### src/rtl/spectrum_peak_sep_if.sv
`default_nettype none
// ============================================================================
//  Module   : spectrum_peak_sep_if
//  Purpose  : Control, modulus-RAM read port and result bundle of the
//             two-tone spectrum peak separator.
//  Revision : 1.0  initial release
// ============================================================================
interface spectrum_peak_sep_if #(
  parameter int AW = 8,
  parameter int DW = 16
);
  logic          en;
  logic          key;
  logic [AW-1:0] rd_addr;
  logic [DW-1:0] rd_data;
  logic [AW-1:0] waveA_freq;
  logic          waveA_sin;
  logic [AW-1:0] waveB_freq;
  logic          waveB_sin;
  logic          wave_valid;
  logic          peak_err;
  logic          busy;

  // separator side: issues RAM reads, publishes results
  modport master (
    input  en, key, rd_data,
    output rd_addr, waveA_freq, waveA_sin, waveB_freq, waveB_sin,
           wave_valid, peak_err, busy
  );

  // environment side: RAM read port and start/restart controls
  modport slave (
    output en, key, rd_data,
    input  rd_addr, waveA_freq, waveA_sin, waveB_freq, waveB_sin,
           wave_valid, peak_err, busy
  );
endinterface
`default_nettype wire

### src/rtl/spectrum_peak_sep.sv
`default_nettype none
// ============================================================================
//  Module   : spectrum_peak_sep
//  Purpose  : Scans the half-spectrum held in the FFT-modulus RAM, keeps the
//             two strongest local peaks, orders them by bin and classifies
//             each as sine or triangle from its 3rd-harmonic magnitude.
//  Revision : 1.0  initial release
// ============================================================================
module spectrum_peak_sep #(
  parameter int N_BINS    = 256,
  parameter int DW        = 16,
  parameter int AW        = 8,
  parameter int RD_LAT    = 1,
  parameter int START_BIN = 2,
  parameter int THRESH    = 64,
  parameter int HARM_DIV  = 32
) (
  input  logic                clk,
  input  logic                rst_n,
  spectrum_peak_sep_if.master bus
);
  localparam logic [2:0] S_IDLE   = 3'd0;
  localparam logic [2:0] S_SCAN   = 3'd1;
  localparam logic [2:0] S_HARM_A = 3'd2;
  localparam logic [2:0] S_HARM_B = 3'd3;
  localparam logic [2:0] S_DONE   = 3'd4;

  localparam logic [AW-1:0] C_FIRST  = AW'(START_BIN - 1);
  localparam logic [AW-1:0] C_LAST   = AW'(N_BINS / 2 - 1);
  localparam logic [AW:0]   C_HALF   = (AW + 1)'(N_BINS / 2);
  localparam logic [DW-1:0] C_THRESH = DW'(THRESH);
  localparam logic [7:0]    C_HDIV   = 8'(HARM_DIV);
  // A's address is issued one cycle after ordering, B's on entry to HARM_B
  localparam logic [2:0]    C_WAIT_A = 3'(RD_LAT + 2);
  localparam logic [2:0]    C_WAIT_B = 3'(RD_LAT);

  logic [2:0]    state_q, state_d;
  logic          en_prev_q, en_prev_d, key_prev_q, key_prev_d;
  logic [AW-1:0] rd_addr_q, rd_addr_d;
  logic          issue_q, issue_d;
  logic [RD_LAT-1:0] tag_v_q, tag_v_d;
  logic [AW-1:0] tag_a_q [RD_LAT];
  logic [AW-1:0] tag_a_d [RD_LAT];
  logic [1:0]    win_cnt_q, win_cnt_d;
  logic [DW-1:0] p_q, p_d, c_q, c_d;
  logic          t1_v_q, t1_v_d, t2_v_q, t2_v_d;
  logic [DW-1:0] t1_m_q, t1_m_d, t2_m_q, t2_m_d;
  logic [AW-1:0] t1_b_q, t1_b_d, t2_b_q, t2_b_d;
  logic          a_v_q, a_v_d, b_v_q, b_v_d, a_sin_q, a_sin_d;
  logic [DW-1:0] a_m_q, a_m_d, b_m_q, b_m_d;
  logic [AW-1:0] a_b_q, a_b_d, b_b_q, b_b_d;
  logic [2:0]    wait_q, wait_d;
  logic [AW-1:0] wa_freq_q, wa_freq_d, wb_freq_q, wb_freq_d;
  logic          wa_sin_q, wa_sin_d, wb_sin_q, wb_sin_d;
  logic          valid_q, valid_d, err_q, err_d;
  logic          w_busy;

  wire           w_en_edge  = bus.en & ~en_prev_q;
  wire           w_key_edge = bus.key & ~key_prev_q;
  wire           w_start    = (state_q == S_IDLE) & w_en_edge & ~w_key_edge;
  wire           w_dv       = tag_v_q[RD_LAT-1];
  wire  [AW-1:0] w_da       = tag_a_q[RD_LAT-1];
  wire           w_scan_end = (state_q == S_SCAN) & w_dv & (w_da == C_LAST);
  // c is the centre of the p,c,n window; n is the sample arriving now
  wire           w_is_peak  = (win_cnt_q == 2'd2) & (c_q > p_q) &
                              (c_q >= bus.rd_data) & (c_q >= C_THRESH);
  wire  [AW:0]   w_a3       = {1'b0, a_b_q} + {a_b_q, 1'b0};
  wire  [AW:0]   w_b3       = {1'b0, b_b_q} + {b_b_q, 1'b0};
  wire           w_a_in     = w_a3 < C_HALF;
  wire           w_b_in     = w_b3 < C_HALF;
  // DW+8 bits holds rd_data*255 without overflow
  wire  [DW+7:0] w_prod     = {8'd0, bus.rd_data} * {{DW{1'b0}}, C_HDIV};
  wire           w_tri_a    = w_prod > {8'd0, a_m_q};
  wire           w_tri_b    = w_prod > {8'd0, b_m_q};
  wire           w_b_sin    = b_v_q & (~w_b_in | ~w_tri_b);

  // state register
  always_ff @(posedge clk) begin
    if (!rst_n) state_q <= S_IDLE;
    else        state_q <= state_d;
  end

  // next-state logic; a restart key edge overrides everything
  always_comb begin
    state_d = state_q;
    case (state_q)
      S_IDLE:   if (w_start) state_d = S_SCAN;
      S_SCAN:   if (w_scan_end) state_d = S_HARM_A;
      S_HARM_A: if (wait_q == C_WAIT_A) state_d = S_HARM_B;
      S_HARM_B: if (wait_q == C_WAIT_B) state_d = S_DONE;
      S_DONE:   state_d = S_IDLE;
      default:  state_d = S_IDLE;
    endcase
    if (w_key_edge) state_d = S_IDLE;
  end

  // output decode
  always_comb begin
    w_busy = (state_q == S_SCAN) | (state_q == S_HARM_A) | (state_q == S_HARM_B);
  end

  // datapath: read sequencing, peak window, top-2 tracking, harmonic test
  always_comb begin
    en_prev_d = bus.en;     key_prev_d = bus.key;
    rd_addr_d = rd_addr_q;  issue_d    = issue_q;
    win_cnt_d = win_cnt_q;  p_d = p_q;  c_d = c_q;
    t1_v_d = t1_v_q;  t1_m_d = t1_m_q;  t1_b_d = t1_b_q;
    t2_v_d = t2_v_q;  t2_m_d = t2_m_q;  t2_b_d = t2_b_q;
    a_v_d = a_v_q;  a_m_d = a_m_q;  a_b_d = a_b_q;  a_sin_d = a_sin_q;
    b_v_d = b_v_q;  b_m_d = b_m_q;  b_b_d = b_b_q;
    wait_d = wait_q;
    wa_freq_d = wa_freq_q;  wa_sin_d = wa_sin_q;
    wb_freq_d = wb_freq_q;  wb_sin_d = wb_sin_q;
    valid_d = valid_q;      err_d = err_q;
    tag_v_d[0] = 1'b0;
    tag_a_d[0] = rd_addr_q;
    for (int i = 1; i < RD_LAT; i++) begin
      tag_v_d[i] = tag_v_q[i-1];
      tag_a_d[i] = tag_a_q[i-1];
    end
    case (state_q)
      S_IDLE: begin
        if (w_start) begin
          rd_addr_d = C_FIRST;  issue_d = 1'b1;  win_cnt_d = 2'd0;
          t1_v_d = 1'b0;  t2_v_d = 1'b0;
          valid_d = 1'b0; err_d = 1'b0;
        end
      end
      S_SCAN: begin
        wait_d = 3'd0;
        if (issue_q) begin
          tag_v_d[0] = 1'b1;
          if (rd_addr_q == C_LAST) issue_d = 1'b0;
          else                     rd_addr_d = rd_addr_q + AW'(1);
        end
        if (w_dv) begin
          p_d = c_q;
          c_d = bus.rd_data;
          if (win_cnt_q != 2'd2) win_cnt_d = win_cnt_q + 2'd1;
          if (w_is_peak) begin
            if (!t1_v_q || c_q > t1_m_q) begin
              t2_v_d = t1_v_q;  t2_m_d = t1_m_q;  t2_b_d = t1_b_q;
              t1_v_d = 1'b1;    t1_m_d = c_q;     t1_b_d = w_da - AW'(1);
            end else if (!t2_v_q || c_q > t2_m_q) begin
              t2_v_d = 1'b1;    t2_m_d = c_q;     t2_b_d = w_da - AW'(1);
            end
          end
        end
      end
      S_HARM_A: begin
        wait_d = wait_q + 3'd1;
        if (wait_q == 3'd0) begin
          // order by bin; a lone peak always becomes A
          a_v_d = t1_v_q;  b_v_d = t2_v_q;
          if (t2_v_q && (t2_b_q < t1_b_q)) begin
            a_m_d = t2_m_q;  a_b_d = t2_b_q;  b_m_d = t1_m_q;  b_b_d = t1_b_q;
          end else begin
            a_m_d = t1_m_q;  a_b_d = t1_v_q ? t1_b_q : '0;
            b_m_d = t2_m_q;  b_b_d = t2_v_q ? t2_b_q : '0;
          end
        end else if (wait_q == 3'd1) begin
          if (a_v_q && w_a_in) rd_addr_d = w_a3[AW-1:0];
        end
        if (wait_q == C_WAIT_A) begin
          a_sin_d = a_v_q & (~w_a_in | ~w_tri_a);
          if (b_v_q && w_b_in) rd_addr_d = w_b3[AW-1:0];
          wait_d = 3'd0;
        end
      end
      S_HARM_B: begin
        wait_d = wait_q + 3'd1;
        if (wait_q == C_WAIT_B) begin
          wa_freq_d = a_b_q;  wa_sin_d = a_sin_q;
          wb_freq_d = b_b_q;  wb_sin_d = w_b_sin;
          valid_d   = 1'b1;   err_d    = ~(a_v_q & b_v_q);
        end
      end
      default: ;
    endcase
    if (w_key_edge) begin
      issue_d = 1'b0;  tag_v_d = '0;
      wa_freq_d = '0;  wa_sin_d = 1'b0;  wb_freq_d = '0;  wb_sin_d = 1'b0;
      valid_d = 1'b0;  err_d = 1'b0;
    end
  end

  // datapath registers; edge detectors preload high so a level held through reset is not an edge
  always_ff @(posedge clk) begin
    if (!rst_n) begin
      en_prev_q <= 1'b1;  key_prev_q <= 1'b1;
      rd_addr_q <= '0;    issue_q <= 1'b0;
      tag_v_q   <= '0;
      for (int i = 0; i < RD_LAT; i++) tag_a_q[i] <= '0;
      win_cnt_q <= 2'd0;  p_q <= '0;  c_q <= '0;
      t1_v_q <= 1'b0;  t1_m_q <= '0;  t1_b_q <= '0;
      t2_v_q <= 1'b0;  t2_m_q <= '0;  t2_b_q <= '0;
      a_v_q <= 1'b0;  a_m_q <= '0;  a_b_q <= '0;  a_sin_q <= 1'b0;
      b_v_q <= 1'b0;  b_m_q <= '0;  b_b_q <= '0;
      wait_q <= 3'd0;
      wa_freq_q <= '0;  wa_sin_q <= 1'b0;  wb_freq_q <= '0;  wb_sin_q <= 1'b0;
      valid_q <= 1'b0;  err_q <= 1'b0;
    end else begin
      en_prev_q <= en_prev_d;  key_prev_q <= key_prev_d;
      rd_addr_q <= rd_addr_d;  issue_q <= issue_d;
      tag_v_q   <= tag_v_d;
      for (int i = 0; i < RD_LAT; i++) tag_a_q[i] <= tag_a_d[i];
      win_cnt_q <= win_cnt_d;  p_q <= p_d;  c_q <= c_d;
      t1_v_q <= t1_v_d;  t1_m_q <= t1_m_d;  t1_b_q <= t1_b_d;
      t2_v_q <= t2_v_d;  t2_m_q <= t2_m_d;  t2_b_q <= t2_b_d;
      a_v_q <= a_v_d;  a_m_q <= a_m_d;  a_b_q <= a_b_d;  a_sin_q <= a_sin_d;
      b_v_q <= b_v_d;  b_m_q <= b_m_d;  b_b_q <= b_b_d;
      wait_q <= wait_d;
      wa_freq_q <= wa_freq_d;  wa_sin_q <= wa_sin_d;
      wb_freq_q <= wb_freq_d;  wb_sin_q <= wb_sin_d;
      valid_q <= valid_d;      err_q <= err_d;
    end
  end

  assign bus.rd_addr    = rd_addr_q;
  assign bus.waveA_freq = wa_freq_q;
  assign bus.waveA_sin  = wa_sin_q;
  assign bus.waveB_freq = wb_freq_q;
  assign bus.waveB_sin  = wb_sin_q;
  assign bus.wave_valid = valid_q;
  assign bus.peak_err   = err_q;
  assign bus.busy       = w_busy;
endmodule
`default_nettype wire

### src/flat_wrapper.sv
// flat-port wrapper written by rule: the top's interface ports become plain ports
module spectrum_peak_sep_flat 
#(
  parameter int N_BINS    = 256,
  parameter int DW        = 16,
  parameter int AW        = 8,
  parameter int RD_LAT    = 1,
  parameter int START_BIN = 2,
  parameter int THRESH    = 64,
  parameter int HARM_DIV  = 32
)
  (clk, rst_n, bus_en, bus_key, bus_rd_data, bus_rd_addr, bus_waveA_freq, bus_waveA_sin, bus_waveB_freq, bus_waveB_sin, bus_wave_valid, bus_peak_err, bus_busy);
  spectrum_peak_sep_if #(.AW(AW), .DW(DW)) bus_i ();
  input  logic clk;
  input  logic rst_n;
  input wire logic [$bits(bus_i.en)-1:0] bus_en;
  input wire logic [$bits(bus_i.key)-1:0] bus_key;
  input wire logic [$bits(bus_i.rd_data)-1:0] bus_rd_data;
  output wire logic [$bits(bus_i.rd_addr)-1:0] bus_rd_addr;
  output wire logic [$bits(bus_i.waveA_freq)-1:0] bus_waveA_freq;
  output wire logic [$bits(bus_i.waveA_sin)-1:0] bus_waveA_sin;
  output wire logic [$bits(bus_i.waveB_freq)-1:0] bus_waveB_freq;
  output wire logic [$bits(bus_i.waveB_sin)-1:0] bus_waveB_sin;
  output wire logic [$bits(bus_i.wave_valid)-1:0] bus_wave_valid;
  output wire logic [$bits(bus_i.peak_err)-1:0] bus_peak_err;
  output wire logic [$bits(bus_i.busy)-1:0] bus_busy;
  assign bus_i.en = bus_en;
  assign bus_i.key = bus_key;
  assign bus_i.rd_data = bus_rd_data;
  assign bus_rd_addr = bus_i.rd_addr;
  assign bus_waveA_freq = bus_i.waveA_freq;
  assign bus_waveA_sin = bus_i.waveA_sin;
  assign bus_waveB_freq = bus_i.waveB_freq;
  assign bus_waveB_sin = bus_i.waveB_sin;
  assign bus_wave_valid = bus_i.wave_valid;
  assign bus_peak_err = bus_i.peak_err;
  assign bus_busy = bus_i.busy;
  spectrum_peak_sep #(.N_BINS(N_BINS), .DW(DW), .AW(AW), .RD_LAT(RD_LAT), .START_BIN(START_BIN), .THRESH(THRESH), .HARM_DIV(HARM_DIV)) u_core (.clk(clk), .rst_n(rst_n), .bus(bus_i));
endmodule
### config.mk
export PLATFORM = sky130hd
export DESIGN_NAME = spectrum_peak_sep_flat
export DESIGN_NICKNAME = d
export VERILOG_FILES = /design/src/rtl/spectrum_peak_sep_if.sv /design/src/rtl/spectrum_peak_sep.sv /design/src/flat_wrapper.sv
export SDC_FILE = /design/constraint.sdc
export NUM_CORES = 1
export LEC_CHECK = 0
export ABC_AREA = 1
export CORE_MARGIN = 2
export CORE_UTILIZATION = 55
export DETAILED_ROUTE_END_ITERATION = 12
export PLACE_DENSITY = 0.74
export SYNTH_ARGS = -nofsm -noshare
export SYNTH_HDL_FRONTEND = slang
export SYNTH_SLANG_ARGS = --single-unit
export TNS_END_PERCENT = 100
### constraint.sdc
create_clock -name clk -period 2 [get_ports clk]
set_input_delay 0.5 -clock clk [delete_from_list [all_inputs] [get_ports clk]]
set_output_delay 0.5 -clock clk [all_outputs]
set_load 0.01 [all_outputs]
==> run_results.csv <==
group,metric,value,unit
drt,wl_per_cell,19.1,microns
logic_synthesis,ys_seq_area_share,32.5,%
cts,clock_latency,0.45,ns
sta,drv_slew,0,
logic_synthesis,synth_fp_nets,1761,
setup_path,critPathMaxFanout,8,
setup_path,crit_path_end_kind,"register",
worst_hold_path,worstHoldPathType,"reg2reg",
setup_path,reg2reg_from,"u_core.t1_m_q[5]$_SDFFE_PN0P_",
placement,place.gp.congestion,0.876,
setup_path,critPathTopFamily,"simple AND/OR/NAND/NOR gates",
outcome,status,"finished, violations left",
setup_path,critical_path.cell_chain,"inv_1 > ha_4 > a21oi_2 > nor2_1 > nor2_1 > nand2_1 > nand2_1 > nand2_1 > nand2_2 > nand4_1 > nand2_8 > buf_12 > nand2_2 > nand2_1 > nor2_1",
finish,drive_gt1_share,30.0,%
floorplan,rows,52,
finish,fin_nets,1993,
drt,vias,12800,
setup_path,required,2.34,ns
cts,cts_buffers,17,
sta,rsz0062_at_grt,"true",
setup_path,reg2reg_slack,-0.43,ns
sta,worstMarginPinSlew,0.644,ns
sta,fmax,412,MHz
cts,cts_max_path_buffers,2,
sta,fin_tns_setup,-22.42,ns
cts,clock-sinks,181,
setup_path,path_class,"reg2reg",
placement,port_buffers,48,
finish,utilization,77.7,%
placement,pre_cts_slack,-1.00,ns
finish,multi_input_area,7470,sq um
floorplan,die_w,146,microns
floorplan,fp.dieArea,21500,sq um
cts,h-tree-depth,4,
drt,drc_errors,0,
setup_path,cp-endpoint,"u_core.t2_b_q[3]$_SDFFE_PN0P_",
setup_path,slowest_stage,"dfxtp_1",
finish,synthToLayoutAreaGrowth,39.9,%
floorplan,core,20100,sq um
setup_path,crit_path_max_incr_delay,0.39,ns
sta,fin_crit,2.43,ns
global_route,grt_pass1_wl,57400,microns
sta,hold_viol,0,
drt,detail_route.first_pass.iterations,6,
cts,cts_tree,"yes",
global_route,antenna_found_initial,3,
floorplan,chipHeight,146,microns
global_route,gr-total-overflow,0,
global_route,grt_start_max_net_pins,105,
cts,clk_pin_slew,0.07,ns
logic_synthesis,synth_seq_cells,181,
outcome,violations,"setup timing",
global_route,grt_usage,33.4,%
setup_path,cp.depth,15,
logic_synthesis,yosysWarnings,0,
finish,layout_commonest_cell,"nand2_1",
power_and_ir_drop,ir_drop,678,uV
setup_path,r2r_end,"u_core.t2_b_q[3]$_SDFFE_PN0P_",
setup_path,reg2regPathDepth,15,
setup_path,crit_start,"u_core.t1_m_q[5]$_SDFFE_PN0P_",
floorplan,io_pins,49,
worst_hold_path,min-delay-start,"u_core.a_v_q$_SDFFE_PN0P_",
finish,regArea,3690,sq um
power_and_ir_drop,finalPower,10200,uW
floorplan,initial_core_util,55.5,%
sta,timing.final.setup_violations,105,
sta,slew_headroom,56.9,%
sta,finClkSkew,0.0111,ns
global_route,grt_pass1_vias,11100,
sta,fin_ws,-0.427,ns
logic_synthesis,synthCells,1623,
placement,dp_hpwl,23800,microns
drt,first_iter_violations,1674,
setup_path,path_buf_inv,2,
finish,layout_common_cells,"nand2_1, buf_4, inv_1",
power_and_ir_drop,power.density,654,nW/um^2
finish,fillers,1230,
drt,viasPerCell,5.97,
logic_synthesis,netlist_area,11200,sq um
sta,holdWs,0.460,ns
setup_path,startpoint_type,"register",
setup_path,crit_top_cell,"nand2_1",
cts,ctsHoldBuffers,0,
logic_synthesis,synth_cell_types,42,
setup_path,arrival,2.77,ns
power_and_ir_drop,leakagePower,0.00707,uW
job,maxCapViolCount,0,
drt,wirelength,40800,microns
drt,ant_nets,0,
cts,root_buffer,"clkbuf_16",
sta,fin_crit_sh,121,%
logic_synthesis,avgSynthCellArea,6.88,sq um
-- state kept, by name, indices dropped and copies added (netlist names), 16 cells and up --
signal and cells:
u_core.a_m_q 16, u_core.b_m_q 16, u_core.c_q 16, u_core.p_q 16, u_core.t1_m_q 16, u_core.t2_m_q 16
-- where the power goes --
group	switching, uW	internal, uW	total (uW)	leakage, uW
logic	1790	1050	2850	0.00531
registers	181	3750	3930	0.00148
clock network	1650	1790	3440	0.000280
total	3620	6600	10200	0.00707
-- per-stage QoR --
step                      instances  area [sq um]
final                          2140         15600
after floorplan                1623         11300
after global routing           2140         15600
after CTS                      2123         15000
after global placement         2070         13500
after detailed placement       2070         13500
-- how the worst min path moves through the flow --
stage,to,slack (ns),depth (start not counted)
after floorplan,u_core.bus.peak_err$_SDFFE_PP0P_,0.42,1
after global placement,u_core.bus.peak_err$_SDFFE_PP0P_,0.44,1
after detailed placement,u_core.bus.peak_err$_SDFFE_PP0P_,0.45,1
after CTS,u_core.bus.peak_err$_SDFFE_PP0P_,0.46,1
after global routing,u_core.b_m_q[1]$_SDFFE_PN0P_,0.47,2
final,u_core.bus.peak_err$_SDFFE_PP0P_,0.46,1
-- cell usage after synthesis (all sizes together) --
cell | instances | area [sq um]
or2 | 4 | 25.0
o211ai | 31 | 233
nand4 | 46 | 294
a311oi | 1 | 8.76
nor4 | 7 | 43.8
clkinv | 3 | 16.3
nor2 | 203 | 882
o21a | 5 | 37.5
o22ai | 2 | 12.5
nand3 | 64 | 330
o31ai | 1 | 7.51
a21boi | 2 | 15.0
xor2 | 4 | 35.0
a31oi | 6 | 37.5
o21ai | 122 | 614
nand2 | 361 | 1360
a21oi | 151 | 756
nor3 | 14 | 75.1
buf | 30 | 179
xnor2 | 10 | 87.6
inv | 209 | 785
ha | 116 | 1450
clkbuf | 39 | 146
a21o | 2 | 15.0
fa | 2 | 40.0
o21bai | 4 | 30.0
dfxtp | 181 | 3620
nand3b | 3 | 22.5
-- cells by family (layout without fill, tap and decap cells) --
logic type | count (synthesis) | after routing | share of synthesized area, %
AOI/OAI and AO/OA | 327 | 327 | 15.8
buffers and inverters | 281 | 526 | 10.1
DFF | 181 | 181 | 32.5
adders and majority gates | 118 | 118 | 13.4
xor gates and xnor gates | 14 | 14 | 1.10
other | 0 | 2 | 0
and+or+nand+nor | 702 | 702 | 27.2
-- layer usage --
layer | vias up | global-route usage (%) | wire length, microns
li1 | 5793 | - | -
met1 | 5907 | 47.0 | 16100
met2 | 880 | 51.6 | 18200
met3 | 199 | 6.78 | 4600
met4 | 4 | 10.7 | 1740
met5 | - | 0 | 64
-- final cells by class --
type | instances | area share [%]
Timing Repair Buffer | 282 | 17.3
Clock inverter | 14 | 0.897
Sequential cell | 181 | 23.6
Multi-Input combinational cell | 1161 | 47.8
Antenna cell | 2 | 0.0320
Tap cell | 270 | 2.16
Clock buffer | 18 | 2.81
Inverter | 212 | 5.32
-- worst register-to-register path, stage by stage (launching register included) --
cell	delay, ns
dfxtp_1	0.39
inv_1	0.14
ha_4	0.28
a21oi_2	0.17
nor2_1	0.07
nor2_1	0.10
nand2_1	0.06
nand2_1	0.07
nand2_1	0.08
nand2_2	0.11
nand4_1	0.25
nand2_8	0.25
buf_12	0.17
nand2_2	0.05
nand2_1	0.09
nor2_1	0.05
-- repair_timing --
item,in CTS,in global routing
buffers inserted,14,15
resized for setup,193,141
gates cloned,8,7
endpoints found under the setup margin,70,102
pin swaps,78,89
(Power assumes the default switching activity.)
